[config.mk]
export PLATFORM = sky130hd
export DESIGN_NAME = mem_txn_responder
export DESIGN_NICKNAME = d
export VERILOG_FILES = /design/src/rtl/mem_txn_pkg.sv /design/src/rtl/mem_txn_latency_counter.sv /design/src/rtl/mem_txn_responder.sv
export SDC_FILE = /design/constraint.sdc
export NUM_CORES = 1
export LEC_CHECK = 0
export ABC_AREA = 1
export CAP_MARGIN = 25
export CELL_PAD_IN_SITES_DETAIL_PLACEMENT = 1
export CELL_PAD_IN_SITES_GLOBAL_PLACEMENT = 1
export CORE_AREA = 2 2 297 299
export CTS_CLUSTER_SIZE = 24
export DETAILED_ROUTE_END_ITERATION = 6
export DIE_AREA = 0 0 299 301
export PLACE_DENSITY = 0.6
export REMOVE_ABC_BUFFERS = 1
export SYNTH_ARGS = -nofsm -noshare
export SYNTH_HDL_FRONTEND = slang
export SYNTH_HIERARCHICAL = 1
export SYNTH_SLANG_ARGS = --single-unit
[constraint.sdc]
create_clock -name clock -period 2.07 [get_ports clock]
set_input_delay 0.414 -clock clock [delete_from_list [all_inputs] [get_ports clock]]
set_output_delay 0.414 -clock clock [all_outputs]
set_load 0.005 [all_outputs]
[src/rtl/mem_txn_pkg.sv]
// Shared types and constants for the memory-transaction responder.
// Holds the FSM state encoding, default bus widths and the latency-counter width.
package mem_txn_pkg;

    localparam int DEF_DATA_W = 128;
    localparam int DEF_BE_W   = DEF_DATA_W / 8;
    localparam int CNT_W      = 3;

    typedef enum logic [2:0] {
        IDLE      = 3'd0,
        CORE_WR   = 3'd1,
        CORE_RD   = 3'd2,
        CORE_DONE = 3'd3,
        VID_RD    = 3'd4,
        VID_DONE  = 3'd5,
        ERR_DONE  = 3'd6
    } state_t;

endpackage

[src/rtl/mem_txn_latency_counter.sv]
// Down-counter that times the RAM read latency.
// Loads a start value, decrements while enabled and flags zero.
module mem_txn_latency_counter
    import mem_txn_pkg::*;
(
    input  logic             i_clk,
    input  logic             i_rst_n,
    input  logic             i_load,
    input  logic [CNT_W-1:0] i_load_val,
    input  logic             i_dec,
    output logic             o_zero
);

    logic [CNT_W-1:0] r_count;

    always_ff @(posedge i_clk or negedge i_rst_n) begin
        if (!i_rst_n) begin
            r_count <= '0;
        end else if (i_load) begin
            r_count <= i_load_val;
        end else if (i_dec && (r_count != '0)) begin
            r_count <= r_count - 1'b1;
        end
    end

    assign o_zero = (r_count == '0);

endmodule

[src/rtl/mem_txn_responder.sv]
// Memory-side responder: sequences a single-port RAM for core reads/writes
// and a low-priority video read port, returning one-cycle completion pulses.
module mem_txn_responder
    import mem_txn_pkg::*;
#(
    parameter int ADDR_W       = 19,
    parameter int DATA_W       = DEF_DATA_W,
    parameter int READ_LATENCY = 1
) (
    input  logic                clock,
    input  logic                async_reset,
    input  logic                memory_transaction,
    input  logic                mem_write,
    input  logic [31:0]         address,
    input  logic [DATA_W-1:0]   data_in,
    input  logic [DATA_W/8-1:0] byte_enablers,
    output logic [DATA_W-1:0]   read_data_bus,
    output logic                data_ready,
    output logic                bus_error,
    input  logic                vid_req,
    input  logic [ADDR_W-1:0]   vid_address,
    output logic                vid_valid,
    output logic [DATA_W-1:0]   vid_data,
    output logic [ADDR_W-1:0]   ram_address,
    output logic [DATA_W-1:0]   ram_data_out,
    output logic [DATA_W/8-1:0] ram_byte_enablers,
    output logic                ram_write_enable,
    input  logic [DATA_W-1:0]   ram_read_data,
    output state_t              dbg_state
);

    // Handshake: a requester raises its request (memory_transaction or vid_req)
    // with stable fields and holds it until its one-cycle completion pulse
    // (data_ready or vid_valid); the request is taken on an IDLE clock edge.

    localparam int               BE_W     = DATA_W / 8;
    localparam logic [CNT_W-1:0] LAT_LOAD = CNT_W'(READ_LATENCY - 1);

    state_t            r_state;
    state_t            w_next;
    logic [ADDR_W-1:0] r_addr;
    logic [ADDR_W-1:0] r_vid_addr;
    logic [DATA_W-1:0] r_data;
    logic [BE_W-1:0]   r_be;
    logic              r_write;
    logic [DATA_W-1:0] r_rdata;
    logic [DATA_W-1:0] r_vdata;
    logic              w_load;
    logic              w_dec;
    logic              w_zero;
    logic              w_oor;
    logic              w_core_acc;

    assign w_oor      = |address[31:ADDR_W];
    assign w_core_acc = (r_state == IDLE) && memory_transaction;
    assign w_dec      = (r_state == CORE_RD) || (r_state == VID_RD);

    mem_txn_latency_counter u_lat_cnt (
        .i_clk      (clock),
        .i_rst_n    (async_reset),
        .i_load     (w_load),
        .i_load_val (LAT_LOAD),
        .i_dec      (w_dec),
        .o_zero     (w_zero)
    );

    always_ff @(posedge clock or negedge async_reset) begin
        if (!async_reset) begin
            r_state <= IDLE;
        end else begin
            r_state <= w_next;
        end
    end

    // Core always wins over video when both ask on the same IDLE edge.
    always_comb begin
        w_next = r_state;
        w_load = 1'b0;
        case (r_state)
            IDLE: begin
                if (memory_transaction) begin
                    if (w_oor) begin
                        w_next = ERR_DONE;
                    end else if (mem_write) begin
                        w_next = CORE_WR;
                    end else begin
                        w_next = CORE_RD;
                        w_load = 1'b1;
                    end
                end else if (vid_req) begin
                    w_next = VID_RD;
                    w_load = 1'b1;
                end
            end
            CORE_WR:   w_next = CORE_DONE;
            CORE_RD:   if (w_zero) w_next = CORE_DONE;
            CORE_DONE: w_next = IDLE;
            VID_RD:    if (w_zero) w_next = VID_DONE;
            VID_DONE:  w_next = IDLE;
            ERR_DONE:  w_next = IDLE;
            default:   w_next = IDLE;
        endcase
    end

    always_ff @(posedge clock or negedge async_reset) begin
        if (!async_reset) begin
            r_addr     <= '0;
            r_vid_addr <= '0;
            r_data     <= '0;
            r_be       <= '0;
            r_write    <= 1'b0;
            r_rdata    <= '0;
            r_vdata    <= '0;
        end else begin
            if (w_core_acc) begin
                r_addr  <= address[ADDR_W-1:0];
                r_data  <= data_in;
                r_be    <= byte_enablers;
                r_write <= mem_write;
                if (w_oor) begin
                    r_rdata <= '0;
                end
            end else if ((r_state == IDLE) && vid_req) begin
                r_vid_addr <= vid_address;
            end
            if ((r_state == CORE_RD) && w_zero) begin
                r_rdata <= ram_read_data;
            end
            if ((r_state == VID_RD) && w_zero) begin
                r_vdata <= ram_read_data;
            end
        end
    end

    // RAM port is idle (all zero) outside the access states.
    always_comb begin
        ram_address       = '0;
        ram_data_out      = '0;
        ram_byte_enablers = '0;
        ram_write_enable  = 1'b0;
        case (r_state)
            CORE_WR: begin
                ram_address       = r_addr;
                ram_data_out      = r_data;
                ram_byte_enablers = r_be;
                ram_write_enable  = r_write;
            end
            CORE_RD: ram_address = r_addr;
            VID_RD:  ram_address = r_vid_addr;
            default: ;
        endcase
    end

    assign data_ready    = (r_state == CORE_DONE) || (r_state == ERR_DONE);
    assign bus_error     = (r_state == ERR_DONE);
    assign vid_valid     = (r_state == VID_DONE);
    assign read_data_bus = r_rdata;
    assign vid_data      = r_vdata;
    assign dbg_state     = r_state;

endmodule

# Word-level counts from Yosys, hierarchy flattened
# Cells that the tools add are included.
# classes
shifts	0
mul	0
magnitude_cmp	0
div	0
bitwise_logic	1
n_addsub	1
eq_ne	9
n_mux	21
reduce_logical	18
# op_table
cell	n
128-bit 2-to-1 mux	4
19-bit one-hot mux with 2 select lines	1
3-bit 2-to-1 mux	7
16-bit 2-to-1 mux	1
13-bit OR reduction	1
3-bit one-hot mux with 4 select lines	1
3-bit == test, second input constant	3
3-bit by 2-bit == test with 1-bit output, second input constant	2
3-bit zero test	2
1-bit 2-to-1 mux	6
2-bit nonzero test	3
1-bit logical AND	5
2-bit != test, second input constant	2
2-bit AND reduction	2
3-bit by 1-bit == test with 1-bit output, second input constant	1
3-bit != test, second input constant	1
3-bit AND reduction	1
3-bit nonzero test	1
3-bit by 1-bit subtractor with 3-bit output, second input constant	1
1-bit logical OR	2
2-bit 2-to-1 mux	1
2-bit OR reduction	1
1-bit NOT	1
# totals
regBits	445
output_inout_bits	426
mem_bits_ro	0
mem_count	0
ram_bits	0
latchBits	0
in_bits	328
elab_cells	59

# Depth between registers and ports, before layout
# Gate-level depths: netlist of the first run.
# logic_depth
depth_word	5
mapped_depth	10
mapped_depth_nobuf	9

# Cells and area by module
# Netlist of the first run, hierarchy kept.
# modules_own_cells
mod	area_each_um2	cells_each	n_inst
mem_txn_responder	17845.9	1980	1
mem_txn_latency_counter	192.7	27	1

# Least setup slack after synthesis of the first run
# No wires, ideal clock.
# synth_timing
path_kind	register to register
start	register r_state[0] (netlist: dbg_state[0])
end	register u_lat_cnt.r_count[1]
arrival_ns	1.634
slack_ns	0.320
path_buffers	1
period_less_slack_ns	1.750
path_stages_with_launch	10
cell_sequence	dfrtp_1 > nor2_4 > nand2_2 > nor2_4 > buf_4 > nand2_1 > o21bai_1 > o21ai_0 > nand2_1 > nand2_1
# synth_via
word_cells_on_any_way	8
cone_classes	eq/ne: 2; mux: 2; reduce/logical: 4
# synth_lines
element	line	text
from (decl)	mem_txn_responder.sv:39	state_t r_state;
from (signal assigned)	mem_txn_responder.sv:71	r_state <= w_next;
3-bit zero test *	mem_txn_responder.sv:79	case (r_state)
1-bit 2-to-1 mux *	mem_txn_responder.sv:79	
via w_load	mem_txn_responder.sv:48	logic w_load;
3-bit 2-to-1 mux / 2-bit nonzero test (equally long branches)	n/a	
to (signal assigned)	mem_txn_latency_counter.sv:20	r_count <= i_load_val;
to (signal assigned)	mem_txn_latency_counter.sv:22	r_count <= r_count - 1'b1;
to (decl)	mem_txn_latency_counter.sv:14	logic [CNT_W-1:0] r_count;
# Mark *: on every way through the listed nets, which the timed path passes. The rest lies on a longest branch.
# A chain may end at the register's enable or synchronous reset.

# Final worst setup path of the first run
# layout_timing
start	register r_state[0] (netlist: dbg_state[0])
end	output ram_data_out[36]
# layout_via
elab_chain_cells	2
# layout_rtl
element	line	text
3-bit by 1-bit == test with 1-bit output	mem_txn_responder.sv:141	case (r_state)
128-bit 2-to-1 mux	mem_txn_responder.sv:141	
to (decl)	mem_txn_responder.sv:25	output logic [DATA_W-1:0] ram_data_out,
# No other way between the ends.

==> results.ini, run 1 <==
[setup_path]
cp_data_required_time_ns=1.66
timing_worst_setup_path_type=reg -> out
end_kind=primary output
crit_arrival_ns=1.94
worst_path_most_repeated_cell=buf_12
slowest_stage=dfrtp_2
worstPathCellList=nand3_4 > buf_12 > buf_12 > clkbuf_16 > nor2_4 > buf_6
crit_fanout=6
start_kind=flop
cpPeakStageDelay_ns=0.46

[sta]
fin_ws_ns=-0.287
fin_setup_tns_ns=-32.11
min_period_ns=2.36
finalMaxSlewViolations=0
hold_viol=0
fin_crit_sh_pct=114
final-setup-viol-count=165
fmax_mhz=424
finalClockSkew_ns=0.0222
tightest_slew_ns=0.556
rsz0062_at_grt=true
timing.slew.headroom_pct=62.9

[global_route]
grt_util_met2_pct=30.7
grt_pass1_wl_um=117000
grt_pass1_vias=18300
overflow=0
antenna_found_initial=8
grt_use_met1_pct=19.4
grtUsageMet3_pct=3.38
grt_max_degree=90
top_usage_layer=met2
grt.total_usage_pct=16.8

[synthesis]
synth_top_cell_area_share_pct=61.7
yosys-top-cells-count=dfrtp_1 (445), o21ai_0 (386), nand2_1 (335), inv_1 (322), nor2_1 (158)
postSynth.asyncResetShare_pct=100
yosysMostFrequentCell=dfrtp_1
ys.flop_type=dfrtp_1
netlist_top_cells_area=dfrtp_1 (62%), o21ai_0 (11%), nand2_1 (7.0%)
yosys_warnings=6
syn_area_um2=18000
synth_top_cell_by_area=dfrtp_1
yosys.cell_types.count=24
yosysSeqAreaShare_pct=61.7
synthCells=2007
synth-seq-cells=445
synth_edf_count=0
syn_avg_cell_area_um2=8.99

[outcome]
status=complete, but fails checks
violations=negative setup slack

[power]
cellLeakagePower_nw=14.1
peakVddDrop_mv=0.654
p_total_mw=41.2
power_density_nw_per_um2=1340

[clocking]
cts_tree=yes
clock_path_buffers=3
clock_latency_ns=0.62
clockRootBuffer=clkbuf_16
htree_levels=2
cts_sinks=445
clk_pin_slew_ns=0.06
cts_buffers=54

[die]
io_pins=754
die_y_um=301
die_area_um2=90000
std_cell_rows=108
start_util_pct=20.9
core_area_um2=86500
die_w_um=299

[job]
drv_cap=0

[place]
port_buffers=753
dp_hpwl_um=58700
place_congestion=0.861

[cells_and_area]
layout-drive-gt1-share_pct=18.9
final_nets=3162
syn_to_final_growth_pct=70.3
n_fill_cell=9896

[routing]
antenna_left=0
vias=17200
drcViolationCount=0
vias_per_cell=4.26
drt_iter0_drc=762
wirelength_um=81400
routedWlPerCell_um=20.2
dr.pass1.iters=5

[hold_path]
worstHoldPathType=in -> reg

==> layer usage <==
| layer | share of wire (%) | wire, µm | up-vias |
|---|---|---|---|
| li1 | - | - | 7962 |
| met3 | 4.9 | 4010 | 141 |
| met1 | 39 | 31700 | 8605 |
| met5 | 0.028 | 23 | - |
| met2 | 53 | 42900 | 471 |
| met4 | 3.5 | 2810 | 4 |
==> metrics by stage <==
step / cell area, µm² / instances / util, % / hold WS, ns / setup WS, ns
6_report: 30700 / 4036 / 35.5 / 0.362 / -0.287
5_1_grt: 30700 / 4036 / 35.5 / 0.334 / -0.367
4_1_cts: 29900 / 4010 / 34.6 / 0.306 / -0.345
3_5_place_dp: 27500 / 3884 / 31.8 / 0.412 / -0.289
3_3_place_gp: 27500 / 3884 / 31.8 / 0.407 / -0.241
2_1_floorplan: 17400 / 1879 / - / 0.118 / -4.26
==> path summary, 6_finish.rpt <==
kind	from	endpoint	slack [ns]	cells after the start
max	dbg_state[0]	ram_data_out[36]	-0.29	6
min	ram_read_data[24]	read_data_bus[24]	0.36	3
max reg2reg	dbg_state[0]	r_data[75]	0.05	11
min reg2reg	vid_data[103]	vid_data[103]	0.48	2
max in group asynchronous	async_reset	dbg_state[0]	0.86	3
min in group asynchronous	async_reset	read_data_bus[117]	0.39	2
==> cell type report <==
| type | instances | area (µm²) | area share (%) |
|---|---|---|---|
| sequential | 445 | 11100 | 36.3 |
| timing repair buffer | 897 | 9160 | 29.8 |
| multi-input combinational | 1110 | 5940 | 19.3 |
| clock buffer | 77 | 1550 | 5.04 |
| tap | 1155 | 1450 | 4.71 |
| inverter | 324 | 1220 | 3.98 |
| clock inverter | 22 | 251 | 0.819 |
| antenna | 6 | 15.0 | 0.0489 |
==> worst max-delay path, delay by kind of cell (launching register included) <==
| family | cells | cell delay, ns |
|---|---|---|
| buf+inv | 4 | 0.61 |
| flops | 1 | 0.46 |
| simple gates | 2 | 0.24 |
==> flip-flops by register name (all words and copies together), names as in the netlist <==
name               flops
u_lat_cnt/r_count      3
vid_data             128
r_vid_addr            19
r_be                  16
read_data_bus        128
r_addr                19
dbg_state              3
r_data               128
r_write                1
==> power breakdown <==
| part | switching (mW) | leakage, nW | internal, mW |
|---|---|---|---|
| clock network | 4.05 | 0.886 | 5.61 |
| registers | 1.60 | 5.62 | 12.4 |
| logic | 9.08 | 7.61 | 8.51 |
| total | 14.7 | 14.1 | 26.5 |
==> kinds of logic (layout without fill, tap and decap cells) <==
logic type | after synthesis | count (layout) | share of synthesized area [%]
flops | 445 | 445 | 61.7
buf+inv | 454 | 1320 | 10.5
fa+ha+maj | 2 | 2 | 0.139
other cells | 1 | 9 | 0.0208
compound gates | 465 | 465 | 13.1
simple gates | 640 | 640 | 14.5
==> layout by cell type (no fill, tap or decap), types with 66 or more instances in the layout <==
cell type,instances
clkbuf_16,66
buf_6,69
nand3_1,136
nor2_4,90
o21ai_0,384
nand2_1,331
clkdlybuf4s50_1,580
dfrtp_1,444
inv_1,320
buf_2,105
==> repair_timing <==
item	CTS	global route
cloned	9	14
setup endpoints to repair	172	456
hold endpoints to repair	30	0
buffers inserted	19	13
hold buffers	1	0
pin swaps	8	11
resized for setup	894	125
Power figures use the tool's default switching activity.
==> run 2: changes to the inputs <==
--- a/config.mk
+++ b/config.mk
@@ -6,14 +6,15 @@
 export NUM_CORES = 1
 export LEC_CHECK = 0
 export ABC_AREA = 1
-export CAP_MARGIN = 25
 export CELL_PAD_IN_SITES_DETAIL_PLACEMENT = 1
 export CELL_PAD_IN_SITES_GLOBAL_PLACEMENT = 1
 export CORE_AREA = 2 2 297 299
+export CTS_BUF_LIST = sky130_fd_sc_hd__clkbuf_16
 export CTS_CLUSTER_SIZE = 24
 export DETAILED_ROUTE_END_ITERATION = 6
 export DIE_AREA = 0 0 299 301
 export PLACE_DENSITY = 0.6
+export RECOVER_POWER = 100
 export REMOVE_ABC_BUFFERS = 1
 export SYNTH_ARGS = -nofsm -noshare
 export SYNTH_HDL_FRONTEND = slang
==> results.ini, run 2 (same netlist as run 1, synthesis figures left out) <==
[cells_and_area]
postLayoutCoreUtil_pct=35.1  ; -0.42 points
stdcell_area_um2=30400  ; -1.2%
layout_commonest_cell=clkdlybuf4s50_1
layout_common_cells=clkdlybuf4s50_1 (580), dfrtp_1 (444), o21ai_0 (385)
layout-drive-gt1-share_pct=18.9  ; -0.022 points
syn_to_final_growth_pct=68.3
final_nets=3160  ; -0.063%

[hold_path]
worstHoldPathType=in -> reg
worst_hold_path.endpoint=read_data_bus[24]
min-delay-start=ram_read_data[24]
whs_path_depth=3  ; unchanged

[routing]
wirelength_um=80100  ; -1.7%
drt_iter0_drc=754  ; -1.0%
vias=17000  ; -0.78%
antenna_left=0  ; unchanged
vias_per_cell=4.23  ; -0.73%
drcViolationCount=0  ; unchanged
routedWlPerCell_um=19.9  ; -1.6%
dr.pass1.iters=4  ; -1

[sta]
finalMaxSlewViolations=44  ; +44
fmax_mhz=427  ; +0.55%
fin_crit_sh_pct=113  ; -0.63 points
tightest_slew_ns=1.80  ; +1.24 ns
rsz0062_at_grt=true
hold_viol=0  ; unchanged
fin_ws_ns=-0.274  ; +0.0130 ns
whs_ns=0.360  ; -0.00122 ns
final-setup-viol-count=171  ; +3.6%
min_period_ns=2.34  ; -0.0130 ns
finalClockSkew_ns=0.0223  ; +0.0000724 ns
timing.slew.headroom_pct=-19.8  ; -83 points

[global_route]
overflow=0  ; unchanged
grt_max_degree=90  ; unchanged
grt.total_usage_pct=16.7  ; -0.084 points
grt_pass1_wl_um=116000  ; -0.44%
grt_pass1_vias=18300  ; -0.29%
antenna_found_initial=8  ; unchanged

[clocking]
cts_sinks=445  ; unchanged
htree_levels=2  ; unchanged
clockRootBuffer=clkbuf_16
cts_tree=yes
cts_buffers=54  ; unchanged
clk_pin_slew_ns=0.06  ; about the same
clock_path_buffers=3  ; unchanged
clock_latency_ns=0.62  ; about the same

[power]
peakVddDrop_mv=0.657  ; +0.41%
power_density_nw_per_um2=1330  ; -0.92%
cellLeakagePower_nw=14.0  ; -0.90%

[setup_path]
slowest_stage=dfrtp_2
start_kind=flop
crit_arrival_ns=1.93  ; about the same
crit_buf_inv=4  ; unchanged
rrSetupSlack_ns=-0.02  ; -0.07 ns
crit_fanout=7  ; +1
worstPathCellList=nand3_4 > buf_12 > buf_12 > buf_16 > nor2_4 > buf_2
cpPeakStageDelay_ns=0.45  ; about the same
path_delay_family=buffers and inverters
r2r_cells=8  ; -3
reg2reg_from=dbg_state[0]
timing_worst_setup_path_type=reg -> out
cp_data_required_time_ns=1.66  ; about the same
path_depth=6  ; unchanged
worst_path_most_repeated_cell=buf_12
r2r-end=r_vid_addr[8]
end_kind=primary output

[die]
die_y_um=301  ; unchanged
core_area_um2=86500  ; unchanged
std_cell_rows=108  ; unchanged
die_w_um=299  ; unchanged
io_pins=754  ; unchanged
die_area_um2=90000  ; unchanged
start_util_pct=20.9  ; unchanged

[place]
placed_area_um2=27500  ; unchanged
port_buffers=753  ; unchanged
dp_slack_ns=-0.289  ; unchanged
dp_hpwl_um=58700  ; unchanged
place_congestion=0.861  ; unchanged

[job]
drv_cap=1  ; +1

[outcome]
violations=max-capacitance violations, max-slew violations, negative setup slack
status=complete, but fails checks

[run 2: changes by cell type in the layout (fill, tap and decap cells not counted), sizes merged]
cell,before,now
clkinv,12,23
buf,286,288
dlymetal6s2s,1,0
clkdlybuf4s15,5,1
dlygate4sd2,7,3
clkbuf,94,76
inv,329,341
[run 2: final cells by class]
class / count / area [µm²]
Fill cell: 9923 / 56100
Multi-Input combinational cell: 1110 / 5890
Tap cell: 1155 / 1450
Sequential cell: 445 / 11100
Timing Repair Buffer: 895 / 8960
Clock buffer: 54 / 1350
Antenna cell: 6 / 15.0
Inverter: 324 / 1220
Clock inverter: 45 / 338
[run 2: where the power goes]
group / total, mW / switching [mW] / internal [mW]
Sequential: 14.0 / 1.59 / 12.4
Clock: 9.17 / 4.03 / 5.14
Combinational: 17.2 / 8.90 / 8.31
Total: 40.3 / 14.5 / 25.8
[run 2: tightest hold or removal path, delay by kind of cell]
| kind | cells | cell delay, ns |
|---|---|---|
| buf+inv | 2 | 0.46 |
| compound gates | 1 | 0.06 |
[run 2: repair_timing]
| action | CTS | global route |
|---|---|---|
| cloned | 8 | 12 |
| pin swaps | 5 | 9 |
| setup endpoints to repair | 172 | 262 |
| resized for setup | 884 | 140 |
| setup buffers | 18 | 13 |
| hold buffers | 1 | 0 |
| hold endpoints to repair | 30 | 0 |
[run 2: routing by layer]
metal,vias up,GRT usage (%),share of wire (%)
li1,7957,-,-
met1,8500,19.2,39
met2,453,30.4,52
met5,-,0,0.029
met3,135,3.45,5.1
met4,4,6.26,3.4
[run 2: worst max-delay path by stage]
stage	slack, ns	startpoint	to
3_3_place_gp	-0.24	address[25]	read_data_bus[12]
4_1_cts	-0.35	dbg_state[0]	ram_address[5]
3_5_place_dp	-0.29	address[25]	read_data_bus[116]
6_report	-0.27	dbg_state[0]	ram_data_out[41]
5_1_grt	-0.37	dbg_state[0]	ram_address[15]
2_1_floorplan	-4.26	dbg_state[0]	read_data_bus[0]
[run 2: metrics by stage]
| stage | TNS, ns | power (mW) | std cells |
|---|---|---|---|
| floorplan | -1673.14 | 19.5 | 1879 |
| global placement | -33.86 | 28.8 | 3884 |
| detailed placement | -33.48 | 29.4 | 3884 |
| CTS | -42.00 | 39.8 | 4007 |
| global route | -82.29 | 43.0 | 4034 |
| finish | -30.10 | 40.3 | 4034 |
==> run 3: changes to the inputs <==
--- a/config.mk
+++ b/config.mk
@@ -15,7 +15,6 @@
 export DIE_AREA = 0 0 299 301
 export PLACE_DENSITY = 0.6
 export RECOVER_POWER = 100
-export REMOVE_ABC_BUFFERS = 1
 export SYNTH_ARGS = -nofsm -noshare
 export SYNTH_HDL_FRONTEND = slang
 export SYNTH_HIERARCHICAL = 1
==> results.ini, run 3 (same netlist as run 1, synthesis figures left out) <==
[setup_path]
crit_fanout=31  ; +24
cp_data_required_time_ns=1.66  ; about the same
crit_buf_inv=4  ; unchanged
worstPathCellList=inv_2 > nand3_4 > buf_12 > buf_4 > nor2_2 > clkdlybuf4s50_1
path_delay_family=buffers and inverters
slowest_stage=clkdlybuf4s50_1
end_kind=primary output
timing_worst_setup_path_type=reg -> out
cpPeakStageDelay_ns=0.52  ; +0.07 ns
start_kind=flop
crit_arrival_ns=2.25  ; +0.32 ns

[routing]
drt_iter0_drc=605  ; -20%
antenna_left=0  ; unchanged
dr.pass1.iters=4  ; unchanged
routedWlPerCell_um=17.8  ; -10%
wirelength_um=71300  ; -11%
drcViolationCount=0  ; unchanged
vias=16700  ; -2.3%
vias_per_cell=4.16  ; -1.5%

[job]
drv_cap=0  ; -1

[cells_and_area]
multiInputGateArea_um2=5180  ; -12%
n_fill_cell=9977  ; +0.54%
final_nets=3129  ; -0.98%
final_cells=4002  ; -0.79%
stdcell_area_um2=29200  ; -3.8%
layout-drive-gt1-share_pct=8.80  ; -10 points
layout_commonest_cell=clkdlybuf4s50_1
syn_to_final_growth_pct=61.9
layout_common_cells=clkdlybuf4s50_1 (486), dfrtp_1 (443), o21ai_0 (390)
regArea_um2=11100  ; about the same

[global_route]
antenna_found_initial=11  ; +3
grt_pass1_wl_um=109000  ; -6.5%
grt_pass1_vias=18200  ; -0.46%
overflow=0  ; unchanged
grt.total_usage_pct=15.4  ; -1.3 points
grt_max_degree=64  ; -29%

[place]
placed_area_um2=27700  ; +0.61%
dp_slack_ns=-0.347  ; -0.0586 ns
dp_hpwl_um=55300  ; -5.8%
place_inst=3898  ; +0.36%
place_congestion=0.831  ; -3.6%
port_buffers=753  ; unchanged

[power]
power_density_nw_per_um2=1270  ; -4.6%
p_total_mw=37.0  ; -8.2%
cellLeakagePower_nw=14.1  ; +1.2%
peakVddDrop_mv=0.566  ; -14%

[sta]
whs_ns=0.383  ; +0.0225 ns
timing.slew.headroom_pct=38.7  ; +59 points
rsz0062_at_grt=true
finalClockSkew_ns=0.0200  ; -0.00228 ns
final-setup-viol-count=266  ; +56%
fin_ws_ns=-0.590  ; -0.316 ns
tightest_slew_ns=0.919  ; -0.879 ns
fin_crit_sh_pct=129  ; +15 points
finalMaxSlewViolations=0  ; -100%
min_period_ns=2.66  ; +0.316 ns
fmax_mhz=376  ; -12%
hold_viol=0  ; unchanged

[die]
die_area_um2=90000  ; unchanged
io_pins=754  ; unchanged
std_cell_rows=108  ; unchanged
die_w_um=299  ; unchanged
start_util_pct=20.9  ; unchanged
die_y_um=301  ; unchanged
core_area_um2=86500  ; unchanged

[clocking]
cts_buffers=51  ; -5.6%
clk_pin_slew_ns=0.06  ; about the same
cts_sinks=445  ; unchanged
htree_levels=2  ; unchanged
clock_path_buffers=3  ; unchanged
cts_tree=yes
clockRootBuffer=clkbuf_16
clock_latency_ns=0.60  ; -0.02 ns

[outcome]
violations=negative setup slack
status=complete, but fails checks

[hold_path]
worstHoldPathType=in -> reg

run 3: changes by cell type in the layout (fill, tap and decap cells not counted), moves of 11 or more:
| cell | delta |
|---|---|
| nor2_4 | -78 |
| buf_16 | -12 |
| nor2_2 | -35 |
| nor2_1 | +113 |
| clkbuf_16 | -11 |
| dlygate4sd2_1 | +14 |
| buf_6 | -68 |
| dlygate4sd3_1 | +188 |
| buf_4 | +11 |
| clkdlybuf4s50_1 | -94 |
| dlymetal6s2s_1 | +28 |
| buf_2 | -87 |
run 3: worst register-to-register path, stage by stage (launching register included):
cell,delay (ns)
dfrtp_1,0.37
inv_1,0.06
ha_1,0.19
ha_1,0.26
nand3_1,0.17
buf_4,0.53
buf_4,0.33
o21ai_0,0.10
run 3: report_power, final:
part / internal [mW] / switching [mW] / leakage (nW) / total, mW
clock network: 4.86 / 3.78 / 0.803 / 8.64
registers: 12.4 / 1.62 / 5.62 / 14.0
logic: 6.97 / 7.44 / 7.73 / 14.4
total: 24.2 / 12.8 / 14.1 / 37.0
run 3: metal layers:
metal	share of wire, %	routed length, µm	vias up	global-route usage, %
li1	-	-	7891	-
met1	40	28300	8105	17.8
met2	50	35700	554	27.4
met3	7.7	5480	104	4.87
met4	2.5	1770	6	4.48
met5	0.058	41	-	0
run 3: layout make-up:
type,instances,share of cell area (%)
flip-flops and latches,445,38.1
diodes,7,0.0600
well taps,1155,4.95
clock inverters,43,1.04
clock buffers,51,4.37
inverters,324,4.16
repair buffers,867,29.6
multi-input cells,1110,17.7
run 3: timing repair:
item                                    in CTS  in global routing
resized for setup                          145                 59
hold buffers                                 1                  0
hold endpoints to repair                    24                  0
pin swaps                                    2                  2
buffers inserted                             2                  0
endpoints found under the setup margin     175                174
run 3: final timing paths:
check | endpoint | startpoint | cells past startpoint | slack (ns)
setup / recovery | ram_data_out[6] | dbg_state[2] | 6 | -0.59
hold / removal | r_data[43] | data_in[43] | 3 | 0.38
hold reg to reg | vid_data[111] | vid_data[111] | 2 | 0.48
setup reg to reg | vid_data[86] | u_lat_cnt/r_count[0] | 7 | -0.05
min in group asynchronous | vid_data[81] | async_reset | 2 | 0.47
max in group asynchronous | r_vid_addr[12] | async_reset | 4 | 0.19
run 3: through the flow:
| stage | TNS (ns) | util [%] |
|---|---|---|
| finish | -66.94 | 33.8 |
| floorplan | 0 | - |
| CTS | -89.79 | 33.8 |
| global placement | -35.22 | 32.0 |
| global route | -137.69 | 33.8 |
| detailed placement | -38.90 | 32.0 |
